## src/rtl/multdiv_pkg.sv

```systemverilog
`default_nettype none
// +----------------------------------------------------------------------------+
// | multdiv_pkg : shared encodings and defaults for the iterative mult/div unit |
// | Revision    : 1.0                                                          |
// +----------------------------------------------------------------------------+
package multdiv_pkg;

    localparam int DEFAULT_WIDTH = 32;
    localparam int DEFAULT_CNT_W = 6;

    localparam logic [2:0] OP_MULT  = 3'd0;
    localparam logic [2:0] OP_MULTU = 3'd1;
    localparam logic [2:0] OP_DIV   = 3'd2;
    localparam logic [2:0] OP_DIVU  = 3'd3;
    localparam logic [2:0] OP_MTHI  = 3'd4;
    localparam logic [2:0] OP_MTLO  = 3'd5;

    localparam logic [1:0] S_IDLE = 2'd0;
    localparam logic [1:0] S_RUN  = 2'd1;
    localparam logic [1:0] S_FIX  = 2'd2;

    typedef enum logic {
        MODE_MUL = 1'b0,
        MODE_DIV = 1'b1
    } mode_e;

    // Divide by zero: LO is filled with this bit, HI returns the dividend.
    localparam logic DIV0_LO_FILL = 1'b1;

endpackage
`default_nettype wire

```

## src/rtl/multdiv_iter.sv

```systemverilog
`default_nettype none
// +----------------------------------------------------------------------------+
// | multdiv_iter : one combinational shift-add multiply / restoring divide step |
// | Revision     : 1.0                                                         |
// +----------------------------------------------------------------------------+
module multdiv_iter
    import multdiv_pkg::*;
#(
    parameter int WIDTH = DEFAULT_WIDTH
) (
    input  mode_e              mode,
    input  logic [2*WIDTH-1:0] acc_in,
    input  logic [WIDTH-1:0]   opnd,
    output logic [2*WIDTH-1:0] acc_out
);

    logic [WIDTH:0]   mul_sum;
    logic [WIDTH:0]   div_shift;
    logic [WIDTH-1:0] div_diff;
    logic             div_ge;

    always_comb begin
        mul_sum   = {1'b0, acc_in[2*WIDTH-1:WIDTH]} + (acc_in[0] ? {1'b0, opnd} : '0);
        div_shift = acc_in[2*WIDTH-1:WIDTH-1];
        // Partial remainder stays below 2*divisor, so a WIDTH-bit difference is exact.
        div_diff  = div_shift[WIDTH-1:0] - opnd;
        div_ge    = div_shift[WIDTH] | (div_shift[WIDTH-1:0] >= opnd);
        if (mode == MODE_MUL) begin
            acc_out = {mul_sum, acc_in[WIDTH-1:1]};
        end else if (div_ge) begin
            acc_out = {div_diff, acc_in[WIDTH-2:0], 1'b1};
        end else begin
            acc_out = {div_shift[WIDTH-1:0], acc_in[WIDTH-2:0], 1'b0};
        end
    end

endmodule
`default_nettype wire

```

## src/rtl/multdiv_ctrl.sv

```systemverilog
`default_nettype none
// +----------------------------------------------------------------------------+
// | multdiv_ctrl : HI/LO owner and sequencer for iterative MULT/DIV ops         |
// | Revision     : 1.0                                                         |
// +----------------------------------------------------------------------------+
module multdiv_ctrl
    import multdiv_pkg::*;
#(
    parameter int WIDTH = DEFAULT_WIDTH,
    parameter int CNT_W = DEFAULT_CNT_W
) (
    input  logic             clk,
    input  logic             rst,
    input  logic             op_valid,
    input  logic [2:0]       op,
    input  logic [WIDTH-1:0] src_a,
    input  logic [WIDTH-1:0] src_b,
    input  logic             rd_req,
    input  logic             rd_sel,
    output logic [WIDTH-1:0] rd_data,
    output logic             busy,
    output logic             stall
);

    logic [1:0]         state;
    logic [1:0]         state_next;
    logic [CNT_W-1:0]   cnt;
    logic [2*WIDTH-1:0] acc;
    logic [2*WIDTH-1:0] acc_step;
    logic [WIDTH-1:0]   opnd;
    logic [WIDTH-1:0]   hi;
    logic [WIDTH-1:0]   lo;
    mode_e              mode;
    logic               neg_lo;
    logic               neg_hi;
    logic               div0;

    logic               is_md;
    logic               is_signed;
    logic [WIDTH-1:0]   abs_a;
    logic [WIDTH-1:0]   abs_b;
    logic [2*WIDTH-1:0] prod_fix;
    logic [WIDTH-1:0]   quo_fix;
    logic [WIDTH-1:0]   rem_fix;

    multdiv_iter #(.WIDTH(WIDTH)) u_iter (
        .mode    (mode),
        .acc_in  (acc),
        .opnd    (opnd),
        .acc_out (acc_step)
    );

    always_comb begin
        is_md     = (op[2] == 1'b0);
        is_signed = (op[2] == 1'b0) && (op[0] == 1'b0);
        abs_a     = (is_signed && src_a[WIDTH-1]) ? -src_a : src_a;
        abs_b     = (is_signed && src_b[WIDTH-1]) ? -src_b : src_b;
        prod_fix  = neg_lo ? -acc : acc;
        quo_fix   = neg_lo ? -acc[WIDTH-1:0] : acc[WIDTH-1:0];
        rem_fix   = neg_hi ? -acc[2*WIDTH-1:WIDTH] : acc[2*WIDTH-1:WIDTH];
    end

    always_ff @(posedge clk) begin
        if (rst) begin
            state <= S_IDLE;
        end else begin
            state <= state_next;
        end
    end

    always_comb begin
        state_next = state;
        case (state)
            S_IDLE:  if (op_valid && is_md) state_next = S_RUN;
            S_RUN:   if (cnt == CNT_W'(WIDTH-1)) state_next = S_FIX;
            S_FIX:   state_next = S_IDLE;
            default: state_next = S_IDLE;
        endcase
    end

    always_comb begin
        busy    = (state != S_IDLE);
        stall   = busy & (op_valid | rd_req);
        rd_data = rd_sel ? hi : lo;
    end

    always_ff @(posedge clk) begin
        if (rst) begin
            cnt    <= '0;
            acc    <= '0;
            opnd   <= '0;
            mode   <= MODE_MUL;
            neg_lo <= 1'b0;
            neg_hi <= 1'b0;
            div0   <= 1'b0;
            hi     <= '0;
            lo     <= '0;
        end else begin
            case (state)
                S_IDLE: begin
                    if (op_valid) begin
                        if (is_md) begin
                            cnt    <= '0;
                            mode   <= op[1] ? MODE_DIV : MODE_MUL;
                            neg_lo <= is_signed & (src_a[WIDTH-1] ^ src_b[WIDTH-1]);
                            neg_hi <= is_signed & src_a[WIDTH-1];
                            div0   <= op[1] & (src_b == '0);
                            // Divide keeps the dividend in the low half; multiply keeps the multiplier there.
                            if (op[1]) begin
                                acc  <= {{WIDTH{1'b0}}, abs_a};
                                opnd <= abs_b;
                            end else begin
                                acc  <= {{WIDTH{1'b0}}, abs_b};
                                opnd <= abs_a;
                            end
                        end else if (op == OP_MTHI) begin
                            hi <= src_a;
                        end else if (op == OP_MTLO) begin
                            lo <= src_a;
                        end
                    end
                end
                S_RUN: begin
                    acc <= acc_step;
                    cnt <= cnt + CNT_W'(1);
                end
                S_FIX: begin
                    if (mode == MODE_MUL) begin
                        {hi, lo} <= prod_fix;
                    end else begin
                        // With a zero divisor the core leaves |dividend| as remainder; sign fix restores src_a.
                        lo <= div0 ? {WIDTH{DIV0_LO_FILL}} : quo_fix;
                        hi <= rem_fix;
                    end
                end
                default: ;
            endcase
        end
    end

endmodule
`default_nettype wire

```

## config.mk

```make
export PLATFORM = sky130hd
export DESIGN_NAME = multdiv_ctrl
export DESIGN_NICKNAME = d
export VERILOG_FILES = /design/src/rtl/multdiv_pkg.sv /design/src/rtl/multdiv_iter.sv /design/src/rtl/multdiv_ctrl.sv
export SDC_FILE = /design/constraint.sdc
export NUM_CORES = 1
export LEC_CHECK = 0
export BUFFER_PORTS_ARGS = -buffer_cell sky130_fd_sc_hd__buf_2
export CAP_MARGIN = 20
export CORE_MARGIN = 10
export CORE_UTILIZATION = 35
export CTS_CLUSTER_SIZE = 14
export DETAILED_ROUTE_END_ITERATION = 7
export PLACE_DENSITY = 0.59
export SYNTH_ARGS = -nofsm -noshare
export SYNTH_HDL_FRONTEND = slang
export SYNTH_SLANG_ARGS = --single-unit
```

## constraint.sdc

```tcl
create_clock -name clk -period 3.4 [get_ports clk]
set_input_delay 0.17 -clock clk [delete_from_list [all_inputs] [get_ports clk]]
set_output_delay 0.17 -clock clk [all_outputs]
set_load 0.1 [all_outputs]
```

# After elaboration in Yosys (flattened, before gate mapping)
# Cells that the tools add are included.
[totals]
reg_bits = 172
latch_bits = 0
ramBits = 0
mem_bits_ro = 0
in_bits = 72
output_inout_bits = 34
wordCells = 88
memories = 0
[op_classes]
add_sub_neg = 8
mul = 0
n_div = 0
n_lt_le_gt_ge = 1
n_eq_ne = 13
shifts = 0
mux = 33
bitwise_logic = 9
n_reduce_logical = 14
[ops]
columns = ["op", "n"]
rows = [
  ["32-bit two-way mux", 18],
  ["64-bit two-way mux", 5],
  ["32-bit negator", 4],
  ["32-bit case mux with 2 select lines", 2],
  ["64-bit case mux with 2 select lines", 1],
  ["64-bit negator", 1],
  ["32-bit by 33-bit adder with 33-bit output", 1],
  ["32-bit >= comparator", 1],
  ["32-bit logical NOT", 1],
  ["32-bit subtractor", 1],
  ["2-bit != test (second input constant)", 8],
  ["6-bit two-way mux", 2],
  ["6-bit case mux with 2 select lines", 1],
  ["6-bit by 1-bit adder with 6-bit output (second input constant)", 1],
  ["3-bit == test (second input constant)", 2],
  ["6-bit by 5-bit == test with 1-bit output (second input constant)", 1],
  ["3-bit AND reduction", 2],
  ["2-bit nonzero test", 3],
  ["5-bit AND reduction", 1],
  ["1-bit AND", 4],
  ["1-bit logical AND", 4],
  ["2-bit two-way mux", 2],
  ["2-bit case mux with 2 select lines", 1],
  ["4-bit AND reduction", 1],
  ["8 further kinds", 10],
]

# Depth between registers and ports, before layout
[depth]
depth_word = 8
ltp_mapped = 15
ltp_nobuf = 14

# Hierarchy
# Synthesis repeated with hierarchy kept, for this count alone.
[hier_totals]
hier_cells = 2063
hier_area_um2 = 15611.2
[modules_own_cells]
columns = ["mod", "n_inst", "cells_per_inst", "area_each_um2", "seq_area_each_um2"]
rows = [
  ["multdiv_ctrl", 1, 1396, 10955.5, 3443.3],
  ["multdiv_iter", 1, 667, 4655.7, 0.0],
]

# Least setup slack after synthesis
# No wires, ideal clock.
[synth_path]
kind = "register to register"
from = "reg acc[0]"
to = "reg acc[60]"
setup_ns = 0.117
arrival_time_ns = 3.152
t_required_ns = 3.283
setup_slack_ns = 0.130
stages_incl_launch_ff = 15
n_path_buf = 1
period_less_slack_ns = 3.270
path_cell_list = "dfxtp_1 > inv_1 > buf_1 > nor2_1 > ha_1 > or2_2 > and3_1 > o21a_1 > a311oi_1 > a21oi_1 > a2111oi_1 > o21ai_0 > a21oi_1 > nand2_1 > a32o_1"
[synth_via]
elab_chain_len = 4
[synth_lines]
columns = ["element", "line_no", "text"]
rows = [
  ["start, declared", "multdiv_ctrl.sv:28", "logic [2*WIDTH-1:0] acc;"],
  ["start signal, assigned", "multdiv_ctrl.sv:110", "acc <= {{WIDTH{1'b0}}, abs_a};"],
  ["start signal, assigned", "multdiv_ctrl.sv:113", "acc <= {{WIDTH{1'b0}}, abs_b};"],
  ["start signal, assigned", "multdiv_ctrl.sv:124", "acc <= acc_step;"],
  ["32-bit two-way mux", "multdiv_iter.sv:23", "mul_sum = {1'b0, acc_in[2*WIDTH-1:WIDTH]} + (acc_in[0] ? {1'b0, opnd} : '0);"],
  ["32-bit by 33-bit adder with 33-bit output", "multdiv_iter.sv:23", ""],
  ["64-bit two-way mux", "multdiv_iter.sv:28", "if (mode == MODE_MUL) begin"],
  ["64-bit case mux with 2 select lines", "multdiv_ctrl.sv:99", "case (state)"],
]
# Every way passes these cells.
# A chain may end at the register's enable or synchronous reset.

# Worst setup path after layout
[layout_path]
from = "reg opnd[27]"
to = "reg acc[62]"
[layout_via]
elab_chain_len = 5
word_cells_on_any_way = 8
classes_between = "add/sub: 2; order compare: 1; mux: 4; bitwise: 1"
[layout_lines]
columns = ["element", "line_no", "text"]
rows = [
  ["start, declared", "multdiv_ctrl.sv:30", "logic [WIDTH-1:0] opnd;"],
  ["start signal, assigned", "multdiv_ctrl.sv:111", "opnd <= abs_b;"],
  ["start signal, assigned", "multdiv_ctrl.sv:114", "opnd <= abs_a;"],
  ["32-bit >= comparator", "multdiv_iter.sv:27", "div_ge = div_shift[WIDTH] | (div_shift[WIDTH-1:0] >= opnd);"],
  ["1-bit OR", "multdiv_iter.sv:27", ""],
  ["64-bit two-way mux", "multdiv_iter.sv:30", "end else if (div_ge) begin"],
  ["64-bit two-way mux (*)", "multdiv_iter.sv:28", ""],
  ["64-bit case mux with 2 select lines (*)", "multdiv_ctrl.sv:99", ""],
]
# Every way passes the cells marked *; elsewhere a longest branch is shown, timed or not.

==> impl_metrics.env <==
export IMPL_status="finished clean"
export IMPL_p_int_w=0.00379
export IMPL_final_area_um2=17600
export IMPL_grt_pass1_vias=14900
export IMPL_synthTopCellsByArea="dfxtp_1 23%, mux2i_1 8.3%, a21oi_1 6.4%"
export IMPL_ios=106
export IMPL_wl_um=61900
export IMPL_clkSlewWorstSetupHoldPaths_ns=0.08
export IMPL_timing_slew_headroom=0.262
export IMPL_leakagePower_nw=7.19
export IMPL_fp_dieW_um=227
export IMPL_power_frac_seq=0.354
export IMPL_synth_top_family_by_area="compound AO/OA/AOI/OAI gates"
export IMPL_ys_ff_latch=172
export IMPL_drt_first_pass_iters=6
export IMPL_clk_path_buf_depth=2
export IMPL_worst_ep_required_time_ns=3.80
export IMPL_power_switching_w=0.00232
export IMPL_reg2reg_to="acc[62]$_SDFFE_PP0P_"
export IMPL_worst_r2r_path_depth=13
export IMPL_drt_initial_drc_count=2065
export IMPL_hold_path_class="input port to flop"
export IMPL_post_route_period_util=0.963
export IMPL_final_common_cell="nor2_1"
export IMPL_grt_ovfl_total=0
export IMPL_place_port_buffers=105
export IMPL_antenna_found_initial=4
export IMPL_cts_hold_buf=0
export IMPL_globalRouteTotalUtil=0.232
export IMPL_fin_crit_ns=3.28
export IMPL_cp_end_kind="flop"
export IMPL_ant_nets=0
export IMPL_wl_per_cell_um=22.9
export IMPL_max_stage_delay_ns=0.49
export IMPL_dp_hpwl_um=48100
export IMPL_worstSetupPathType="flop to flop"
export IMPL_cts_tree="done"
export IMPL_ys_warn_count=0
export IMPL_cts_sinks=172
export IMPL_cts_buffers=17
export IMPL_power_frac_clock=0.333
export IMPL_cp_max_fo=5
export IMPL_synth_simple_area_share=0.196
export IMPL_dieArea_um2=51400
export IMPL_power_density_nw_per_um2=346
export IMPL_yosysUniqueCellTypes=78
export IMPL_max_clock_freq_ghz=0.305
export IMPL_synth_area_mux_share=0.108
export IMPL_root_buffer="clkbuf_16"
export IMPL_startpoint_type="flop"
export IMPL_startpoint="opnd[27]$_SDFFE_PP0P_"
export IMPL_worst_slew_pin_slew_ns=1.11
export IMPL_filler_cell_count=4296
export IMPL_nets=2289
export IMPL_num_rows=75
export IMPL_drive_gt1_frac=0.180
export IMPL_p_comb_frac=0.313
export IMPL_synthAdderAreaFrac=0.0604
export IMPL_clock_latency_ns=0.46
export IMPL_finalClockSkew_ns=0.0138
export IMPL_synth_xor_xnor_area_share=0.0995
export IMPL_synth_compound_area_frac=0.255
export IMPL_timing_max_cap_violations=0
export IMPL_start_util=0.355
export IMPL_crit_path_end="acc[62]$_SDFFE_PP0P_"
export IMPL_netlist_area_um2=15000
export IMPL_drc=0
export IMPL_detail_route_vias_per_cell=5.99
export IMPL_synthCells=1996
export IMPL_fin_util=0.419
export IMPL_multiInputGateArea_um2=10900
export IMPL_p_total_w=0.00611
export IMPL_syn_mean_instance_area_um2=7.50
export IMPL_irDropWorstVdd_v=0.000346
export IMPL_area_growth_pct=17.9
export IMPL_cp_arrival_ns=3.67
export IMPL_whs_ns=0.107
export IMPL_vias=16200
export IMPL_synth_edf_count=0
export IMPL_r2r_slack_ns=0.12
export IMPL_die_h_um=227
export IMPL_synth_fp_nets=2139
export IMPL_synth_ff_type="dfxtp_1"
export IMPL_num_antenna_cells=0
export IMPL_place_gp_congestion=0.995
export IMPL_synth_top_area_share=0.230
export IMPL_grt_pass1_wl_um=91700
export IMPL_r2r_start="opnd[27]$_SDFFE_PP0P_"
export IMPL_async_flop_share=0
export IMPL_finalHoldViolCount=0
export IMPL_slew_violations=0
export IMPL_setup_viol=0
export IMPL_grt_max_degree=97
export IMPL_switching_share=0.380
export IMPL_final_seq_area_um2=3450
export IMPL_core_area_um2=42100
export IMPL_yosysTopAreaCell="dfxtp_1"
export IMPL_path_cells="inv_1, ha_1, and2_1, nor2_1, o21ai_0, a221o_1, a211oi_1, nand2_2, buf_12, nor2_1, nand2_1, o21ai_0, a221o_1"
export IMPL_dpl_cell_area_um2=16900
export IMPL_ys_seq_area_frac=0.230
export IMPL_cpMaxStageDelayCell="nor2_1"
export IMPL_h_tree_depth=4
export IMPL_final_cell_mix="242 x nor2_1, 184 x a21oi_1, 170 x dfxtp_1"
==> power groups by stage <==
| stage | sequential, W | clock, W | combinational [W] |
|---|---|---|---|
| 2_1_floorplan | 0.00219 | 0 | 0.00114 |
| 3_3_place_gp | 0.00220 | 0 | 0.00183 |
| 3_5_place_dp | 0.00221 | 0 | 0.00184 |
| 4_1_cts | 0.00216 | 0.00205 | 0.00185 |
| 5_1_grt | 0.00217 | 0.00212 | 0.00203 |
| 6_report | 0.00216 | 0.00204 | 0.00191 |
==> layout make-up <==
type | instances | share of cell area
inverter | 71 | 0.0151
clock buffer | 18 | 0.0249
clock inverter | 14 | 0.00858
sequential | 172 | 0.195
timing repair buffer | 262 | 0.0982
multi-input combinational | 1622 | 0.620
tap | 539 | 0.0382
==> critical path, delay by kind of cell, from the launching register on <==
family,cells,cell delay (ns)
AOI/OAI and AO/OA,5,1.23
adders and majority gates,1,0.35
buffers and inverters,2,0.25
DFF,1,0.33
and+or+nand+nor,5,1.07
==> through the flow <==
step	cells	setup WS, ns	setup TNS (ns)
6_report	2698	0.124	0
2_1_floorplan	1996	0.130	0
5_1_grt	2698	-0.0136	-0.0137
3_3_place_gp	2664	-0.00674	-0.00674
3_5_place_dp	2664	-0.0723	-0.104
4_1_cts	2696	0.00642	0
==> registers in the layout, indices dropped and copies added, names as in the netlist <==
register  cells
acc          64
hi           32
lo           32
opnd         32
cnt           6
state         2
div0          1
mode          1
neg_hi        1
neg_lo        1
==> layer usage <==
metal | share of wire | vias to the layer above | track usage
met4 | 0.029 | 0 | 0.0768
met1 | 0.46 | 7712 | 0.335
met2 | 0.41 | 828 | 0.331
met3 | 0.11 | 84 | 0.0522
li1 | - | 7547 | -
met5 | 0 | - | 0
==> logic make-up after synthesis <==
group / after synthesis
AOI/OAI and AO/OA: 596
xor gates and xnor gates: 170
and+or+nand+nor: 628
adders and majority gates: 71
muxes: 157
buffers and inverters: 202
DFF: 172
==> repair_timing <==
item,4_1_cts,5_1_grt
resized for setup,2,33
endpoints found under the setup margin,3,14
setup buffers,0,2
pin swaps,1,10
endpoints found under the hold margin,0,0
==> cells in the mapped netlist, drive strengths merged, types with 15 or more instances <==
master  count
o211ai     16
o21ai     129
nand3      32
inv        71
a21o       16
o41ai      15
nor3       44
a21oi     191
a221oi     28
dfxtp     172
ha         69
xor2       92
nor4       26
xnor2      78
mux2       33
or3        19
nor2      244
clkbuf    111
a211oi     61
o31ai      25
nand2b     17
nand2     169
buf        20
mux2i     124
==> worst min path at each step <==
stage                                     start                    end  slack [ns]  depth (start not counted)
final                                  src_a[8]     hi[8]$_SDFFE_PP0P_        0.11                          3
after detailed placement  opnd[17]$_SDFFE_PP0P_  opnd[17]$_SDFFE_PP0P_        0.45                          2
after CTS                              src_a[8]     hi[8]$_SDFFE_PP0P_        0.09                          3
after global placement    opnd[16]$_SDFFE_PP0P_  opnd[16]$_SDFFE_PP0P_        0.44                          2
after floorplan                       src_b[31]  opnd[31]$_SDFFE_PP0P_        0.35                          2
after global routing                   src_a[9]     hi[9]$_SDFFE_PP0P_        0.12                          3
Power figures use the tool's default switching activity.
